**config.mk**
```make
export PLATFORM = sky130hd
export DESIGN_NAME = divider_8b
export DESIGN_NICKNAME = d
export VERILOG_FILES = /design/src/rtl/divider_8b.sv
export SDC_FILE = /design/constraint.sdc
export NUM_CORES = 1
export LEC_CHECK = 0
export CAP_MARGIN = 10
export CORE_UTILIZATION = 52
export CTS_CLUSTER_DIAMETER = 100
export CTS_CLUSTER_SIZE = 10
export DETAILED_ROUTE_END_ITERATION = 10
export GPL_ROUTABILITY_DRIVEN = 0
export GPL_TIMING_DRIVEN = 0
export HOLD_SLACK_MARGIN = 0.12
export PLACE_DENSITY_LB_ADDON = 0.08
export SYNTH_ARGS = -nofsm -noshare
export SYNTH_HDL_FRONTEND = slang
export SYNTH_SLANG_ARGS = --single-unit
```
**constraint.sdc**
```tcl
create_clock -name clk -period 2 [get_ports clk]
set_clock_uncertainty 0.1 [all_clocks]
set_input_delay 0.4 -clock clk [delete_from_list [all_inputs] [get_ports clk]]
set_output_delay 0.4 -clock clk [all_outputs]
set_load 0.005 [all_outputs]
```
**src/rtl/divider_8b.sv**
```systemverilog
// Restoring divider: 2*WIDTH-bit dividend by WIDTH-bit divisor,
// one quotient bit per clock, valid/ready on both sides.
module divider_8b #(
  parameter int WIDTH = 4
) (
  input  logic                 clk,
  input  logic                 rst,
  input  logic                 in_valid,
  output logic                 in_ready,
  input  logic [2*WIDTH-1:0]   dividend,
  input  logic [WIDTH-1:0]     divisor,
  output logic                 out_valid,
  input  logic                 out_ready,
  output logic [2*WIDTH-1:0]   quotient,
  output logic [WIDTH-1:0]     remainder,
  output logic                 div_by_zero,
  output logic                 overflow
);

  localparam int QW = 2 * WIDTH;
  localparam int CW = $clog2(QW);

  typedef enum logic [1:0] {
    IDLE,
    BUSY,
    DONE
  } state_t;

  state_t            state;
  logic [QW-1:0]     q_sr;
  logic [WIDTH-1:0]  d_reg;
  logic [WIDTH-1:0]  r_reg;
  logic [CW-1:0]     cnt;

  logic [WIDTH:0]    t;
  logic              ge;
  logic [WIDTH-1:0]  r_nxt;
  logic [QW-1:0]     q_nxt;
  logic              last;

  // R stays below D, so its top bit is always zero and is not stored.
  always_comb begin
    t     = {r_reg, q_sr[QW-1]};
    ge    = t >= {1'b0, d_reg};
    r_nxt = ge ? WIDTH'(t - {1'b0, d_reg})
               : t[WIDTH-1:0];
    q_nxt = {q_sr[QW-2:0], ge};
    last  = cnt == CW'(QW - 1);
  end

  always_ff @(posedge clk) begin
    if (rst) begin
      state       <= IDLE;
      in_ready    <= 1'b1;
      out_valid   <= 1'b0;
      q_sr        <= '0;
      d_reg       <= '0;
      r_reg       <= '0;
      cnt         <= '0;
      quotient    <= '0;
      remainder   <= '0;
      div_by_zero <= 1'b0;
      overflow    <= 1'b0;
    end else begin
      unique case (state)
        IDLE: begin
          if (in_valid) begin
            in_ready <= 1'b0;
            if (divisor == '0) begin
              quotient    <= '1;
              remainder   <= dividend[WIDTH-1:0];
              div_by_zero <= 1'b1;
              overflow    <= 1'b0;
              out_valid   <= 1'b1;
              state       <= DONE;
            end else begin
              q_sr        <= dividend;
              d_reg       <= divisor;
              r_reg       <= '0;
              cnt         <= '0;
              div_by_zero <= 1'b0;
              overflow    <= dividend[QW-1:WIDTH] >= divisor;
              state       <= BUSY;
            end
          end
        end
        BUSY: begin
          q_sr  <= q_nxt;
          r_reg <= r_nxt;
          cnt   <= cnt + 1'b1;
          if (last) begin
            quotient  <= q_nxt;
            remainder <= r_nxt;
            out_valid <= 1'b1;
            state     <= DONE;
          end
        end
        DONE: begin
          if (out_ready) begin
            out_valid <= 1'b0;
            in_ready  <= 1'b1;
            state     <= IDLE;
          end
        end
        default: begin
          out_valid <= 1'b0;
          in_ready  <= 1'b1;
          state     <= IDLE;
        end
      endcase
    end
  end

endmodule

```
Word level (Yosys, flattened, before mapping)
Index checks and enable logic that the tools add are counted.
{"block": "totals", "output_inout_bits": 16, "regBits": 37, "input_bits": 16}
{"block": "classes", "n_eq_ne": 8, "bitwise_logic": 2, "n_addsub": 2, "reduce_logical": 10, "n_lt_le_gt_ge": 2, "n_mux": 33}
{"operator": "$mux W8", "n": 5}
{"operator": "$pmux W8 S2", "n": 2}
{"operator": "$mux W4", "n": 6}
{"operator": "$pmux W4 S2", "n": 2}
{"operator": "$reduce_and A3 Y1", "n": 4}
{"operator": "$ne A2 B2 Y1 const B", "n": 5}
{"operator": "$mux W1", "n": 8}
{"operator": "$mux W2", "n": 4}
{"operator": "$reduce_and A4 Y1", "n": 2}
{"operator": "$mux W3", "n": 2}
{"operator": "$pmux W1 S3", "n": 2}
{"operator": "$pmux W2 S3", "n": 1}
{"operator": "$pmux W3 S2", "n": 1}
{"operator": "$ge A5 B4 Y1", "n": 1}
{"operator": "$ge A4 B4 Y1", "n": 1}
{"operator": "$logic_not A4 Y1", "n": 1}
{"operator": "$sub A4 B4 Y4", "n": 1}
{"operator": "$add A3 B1 Y3 const B", "n": 1}
{"operator": "$eq A3 B3 Y1 const B", "n": 1}
{"operator": "$eq A2 B1 Y1 const B", "n": 1}
{"operator": "$eq A2 B2 Y1 const B", "n": 1}
{"operator": "$logic_not A2 Y1", "n": 1}
{"operator": "$not A1 Y1", "n": 2}
{"operator": "$reduce_and A2 Y1", "n": 1}
{"operator": "$reduce_bool A2 Y1", "n": 1}

Logic depth before layout (Yosys ltp)
{"block": "logic_depth", "ltp_word": 4, "ltp_mapped": 7, "ltp_nobuf": 7}

Worst setup path after synthesis
OpenSTA, ideal clock, no wires.
{"block": "synth_timing", "path_kind": "reg-to-reg", "startpoint": "reg d_reg[1]", "endpoint": "reg remainder[2]", "path_stages_with_launch": 8, "setup_slack_ns": 0.248, "t_required_ns": 1.767, "period_less_slack_ns": 1.752, "n_path_buf": 0, "arrival_time_ns": 1.519, "setup_ns": 0.133, "cell_sequence": "dfxtp_1 > inv_1 > ha_1 > nor4_1 > a21boi_0 > nor2_1 > a31oi_1 > a311oi_1"}
{"block": "synth_via", "elab_chain_cells": 4, "word_cells_on_any_way": 5}
{"item": "start, declared", "line_no": "31", "text": "logic [WIDTH-1:0] d_reg;"}
{"item": "start signal, assigned", "line_no": "78", "text": "d_reg <= divisor;"}
{"item": "$sub A4 B4 Y4 or $ge A5 B4 Y1 (tied branches)", "line_no": "45, 44"}
{"item": "$mux W4 *", "line_no": "45", "text": "r_nxt = ge ? WIDTH'(t - {1'b0, d_reg})"}
{"item": "$mux W4 *", "line_no": "91", "text": "if (last) begin"}
{"item": "$pmux W4 S2 *", "line_no": "65", "text": "unique case (state)"}
{"item": "end signal, assigned", "line_no": "71", "text": "remainder <= dividend[WIDTH-1:0];"}
{"item": "end signal, assigned", "line_no": "93", "text": "remainder <= r_nxt;"}
{"item": "end, declared", "line_no": "15", "text": "output logic [WIDTH-1:0] remainder,"}
Mark *: on every way between the ends. The rest lies on a longest branch, timed or not. The select of a mux whose other input is x is not followed.
A chain may end at the register's enable or synchronous reset.

Worst setup path in the final report
{"block": "layout_timing", "startpoint": "reg q_sr[7]", "endpoint": "reg remainder[0]"}
{"block": "layout_via", "elab_chain_cells": 4, "word_cells_on_any_way": 5}
{"item": "start, declared", "line_no": "30", "text": "logic [QW-1:0] q_sr;"}
{"item": "start signal, assigned", "line_no": "77", "text": "q_sr <= dividend;"}
{"item": "start signal, assigned", "line_no": "88", "text": "q_sr <= q_nxt;"}
{"item": "$sub A4 B4 Y4 or $ge A5 B4 Y1 (tied branches)", "line_no": "45, 44"}
{"item": "$mux W4 *", "line_no": "45"}
{"item": "$mux W4 *", "line_no": "91"}
{"item": "$pmux W4 S2 *", "line_no": "65"}
Marked as above.

==> metrics.md <==
| Metric | Value |
|---|---|
| Worst path required time | `approximately 2.2 ns` |
| Min-Delay Path Class | `reg2reg` |
| Die Span Y | `62.2 microns` |
| Hold depth | `2` |
| Max Clk Rate | `522 MHz` |
| PwrDens | `681 nW/um^2` |
| Slew @ Worst Pin | `0.590 ns` |
| Setup Viol. Count Final | `0` |
| Gr usage total | `a little over a quarter` |
| Design area | `2450 sq um` |
| Pre-CTS WS | `-0.503 ns` |
| CTS max path bufs | `2` |
| Hold Path End | `d_reg[0]` |
| Mapped Area | `~1900 sq um` |
| Post-DR vias/cell | `5.71` |
| Max-slew violations | `0` |
| Critical register-to-register path startpoint | `q_sr[7]` |
| Top Ports | `32` |
| Most frequent cells in the layout | `nor2_1, dfxtp_1, nand2_1` |
| Ys flop type | `dfxtp_1` |
| Final period utilization | `95.8%` |
| Detailed Route Iter0 Violations | `131` |
| Final Hold Viols | `0` |
| WP data arrival | `~2.1 ns` |
| Die area | `3870 sq um` |
| Crit Path Category | `reg2reg` |
| Die W | `62.2 microns` |
| R2r setup slk | `0.08 ns` |
| Critical path endpoint category | `flip-flop` |
| Mapped Cells | `225` |
| First-pass GRT wire length | `a little under 8000 microns` |
| Clock sinks | `37` |
| Clock transition at path regs | `~0.11 ns` |
| Synth Area per Inst | `8.38 sq um` |
| Worst r2r path cells | `8` |
| Status | `finished, final reports clean` |
| N_diodes | `0` |
| Rel. slew slack | `60.6%` |
| Largest net degree at the start of global routing | `12` |
| Post-DP Area | `2250 sq um` |
| TritonCTS clock tree | `done` |
| H-Tree Depth | `2` |
| Min Tclk post-route | `1.92 ns` |
| DRT Wirelength | `around 4600 microns` |
| DRC Markers | `0` |
| Fillcell total | `295` |
| Yosys cell types | `45` |
| Yosys warnings | `0` |
| Final #Nets | `297` |
| Post-cts hold buffer count | `0` |
| CP top delay family | `compound AO/OA/AOI/OAI gates` |
| Port buffer count | `31` |
| Top fanout value on the critical path | `3` |
| Critical Path, Cell by Cell | `inv_1, ha_1, nand2b_4, a21bo_2, nand3_1, o211ai_1, buf_4, a311oi_2` |
| Worst VDD drop | `0.000424 V` |
| Clock root cell | `clkbuf_4` |
| Core Box Area | `about 3400 sq um` |
| DP HPWL | `3270 microns` |
| GRT overflow | `0` |
| Number of enable flip-flop cells after synthesis | `0` |
| Fraction of registers with async set/reset | `0%` |
| Mapped Nets | `between 200 and 300` |
| Critical path depth | `8` |
| Initial antenna violation count | `0` |
| Synth Register Bits | `37` |
| WL/cell | `14.7 microns` |
| Largest stage delay, worst path | `around 0.38 ns` |
| Layout cells sized above 1 | `between 10% and 20%` |
| Antenna viol nets, final | `0` |
| CP Launch Type | `flip-flop` |
| Most common cell after layout, fill and taps aside | `nor2_1` |
| Layout area overhead | `30.2%` |
| LEAKAGE | `0.000944 uW` |
| Num CTS Buffers | `5` |
| Slowest-stage cell, CP | `dfxtp_4` |
| Sequential-to-total area share from yosys stat | `39.3%` |
| Initial Util | `between 50% and 60%` |
| Number of global-route vias before repair | `1,749` |
| Drt first pass iters | `5` |
| Worst hold path startpoint | `d_reg[0]` |
| Routed vias | `1,804` |
| R2r endpoint | `remainder[0]` |
| CP bufs+invs | `2` |
| Clk_lat worst skew | `0.34 ns` |
| Max Cap Viol | `0` |
| Setup WS post-layout | `0.0834 ns` |
| FP Rows | `21` |
| Top Registers | `q_sr x8, quotient x8` |
[cell usage after synthesis (2+ instances only)]
master | count | share of area [%]
nor2_1 | 39 | 7.8
dfxtp_1 | 37 | 39
nand2_1 | 33 | 6.6
a21oi_1 | 13 | 3.5
a311oi_1 | 11 | 5.1
inv_1 | 11 | 2.2
ha_1 | 10 | 6.6
a211oi_1 | 6 | 2.4
clkbuf_1 | 6 | 1.2
nand2b_1 | 4 | 1.3
nor3_1 | 4 | 1.1
a211oi_2 | 3 | 2.0
buf_2 | 3 | 0.80
nand3_1 | 3 | 0.80
nand3b_1 | 3 | 1.2
o211ai_1 | 3 | 1.2
a21o_1 | 2 | 0.80
a22oi_1 | 2 | 0.80
a31oi_1 | 2 | 0.66
a32oi_1 | 2 | 0.93
buf_6 | 2 | 1.2
mux2i_1 | 2 | 1.1
o21ai_0 | 2 | 0.53
[per-layer routing]
layer  vias to the layer above  track usage, %  routed length [microns]
li1                        894               -                        -
met1                       812            32.2                     2080
met2                        86            42.9                     2120
met3                        12            6.25                      313
met4                         0            12.2                      124
met5                         -               0                        0
[metrics by stage]
step                utilization (%)  total power, uW  instances  hold slack (ns)  TNS, ns
floorplan                         -             1090        225            0.336        0
global placement               66.0             1220        302            0.344   -11.30
detailed placement             66.0             1220        302            0.350   -11.43
CTS                            69.2             1620        313            0.368        0
global route                   71.9             1770        316            0.413   -0.103
finish                         71.9             1670        316            0.368        0
[how the worst max path moves through the flow]
stage              endpoint       start  slack [ns]
2_1_floorplan  remainder[2]    d_reg[1]        0.25
3_3_place_gp    quotient[6]  divisor[2]       -0.50
3_5_place_dp    quotient[2]  divisor[2]       -0.50
4_1_cts        remainder[0]    d_reg[1]       0.002
5_1_grt            r_reg[1]    d_reg[3]       -0.03
6_report       remainder[0]     q_sr[7]        0.08
[what timing repair did]
item / 4_1_cts / 5_1_grt
resized for setup: 14 / 14
endpoints found under the setup margin: 21 / 12
pin swaps: 4 / 5
buffers inserted: 4 / 3
[report_power, final]
part / internal [uW] / switching [uW] / leakage, uW
clock: 134 / 234 / 0.0000283
sequential: 784 / 38.3 / 0.000304
combinational: 225 / 256 / 0.000611
[worst register-to-register path, stage by stage, from the launching register on]
cell,delay (ns)
dfxtp_4,0.38
inv_1,0.04
ha_1,0.32
nand2b_4,0.17
a21bo_2,0.23
nand3_1,0.08
o211ai_1,0.09
buf_4,0.17
a311oi_2,0.25
[area by class of cell]
cell class                 count  area (sq um)  area share (%)
sequential                    37           749            30.5
multi-input combinational    165          1120            45.8
inverter                      11          41.3            1.68
timing repair buffer          38           358            14.6
clock inverter                 1          8.76           0.357
tap                           46          57.6            2.34
clock buffer                   6          41.3            1.68
buffer                        12          75.1            3.06
[cells by family (layout without fill, tap and decap cells)]
logic type / Yosys count / after routing / synth area share [%]
DFF: 37 / 37 / 39.3
and+or+nand+nor: 95 / 95 / 22.7
buffers and inverters: 23 / 68 / 5.77
adders and majority gates: 11 / 11 / 7.70
muxes: 2 / 2 / 1.06
xor gates and xnor gates: 1 / 1 / 0.465
AOI/OAI and AO/OA: 56 / 56 / 23.0
(Power assumes the default switching activity.)
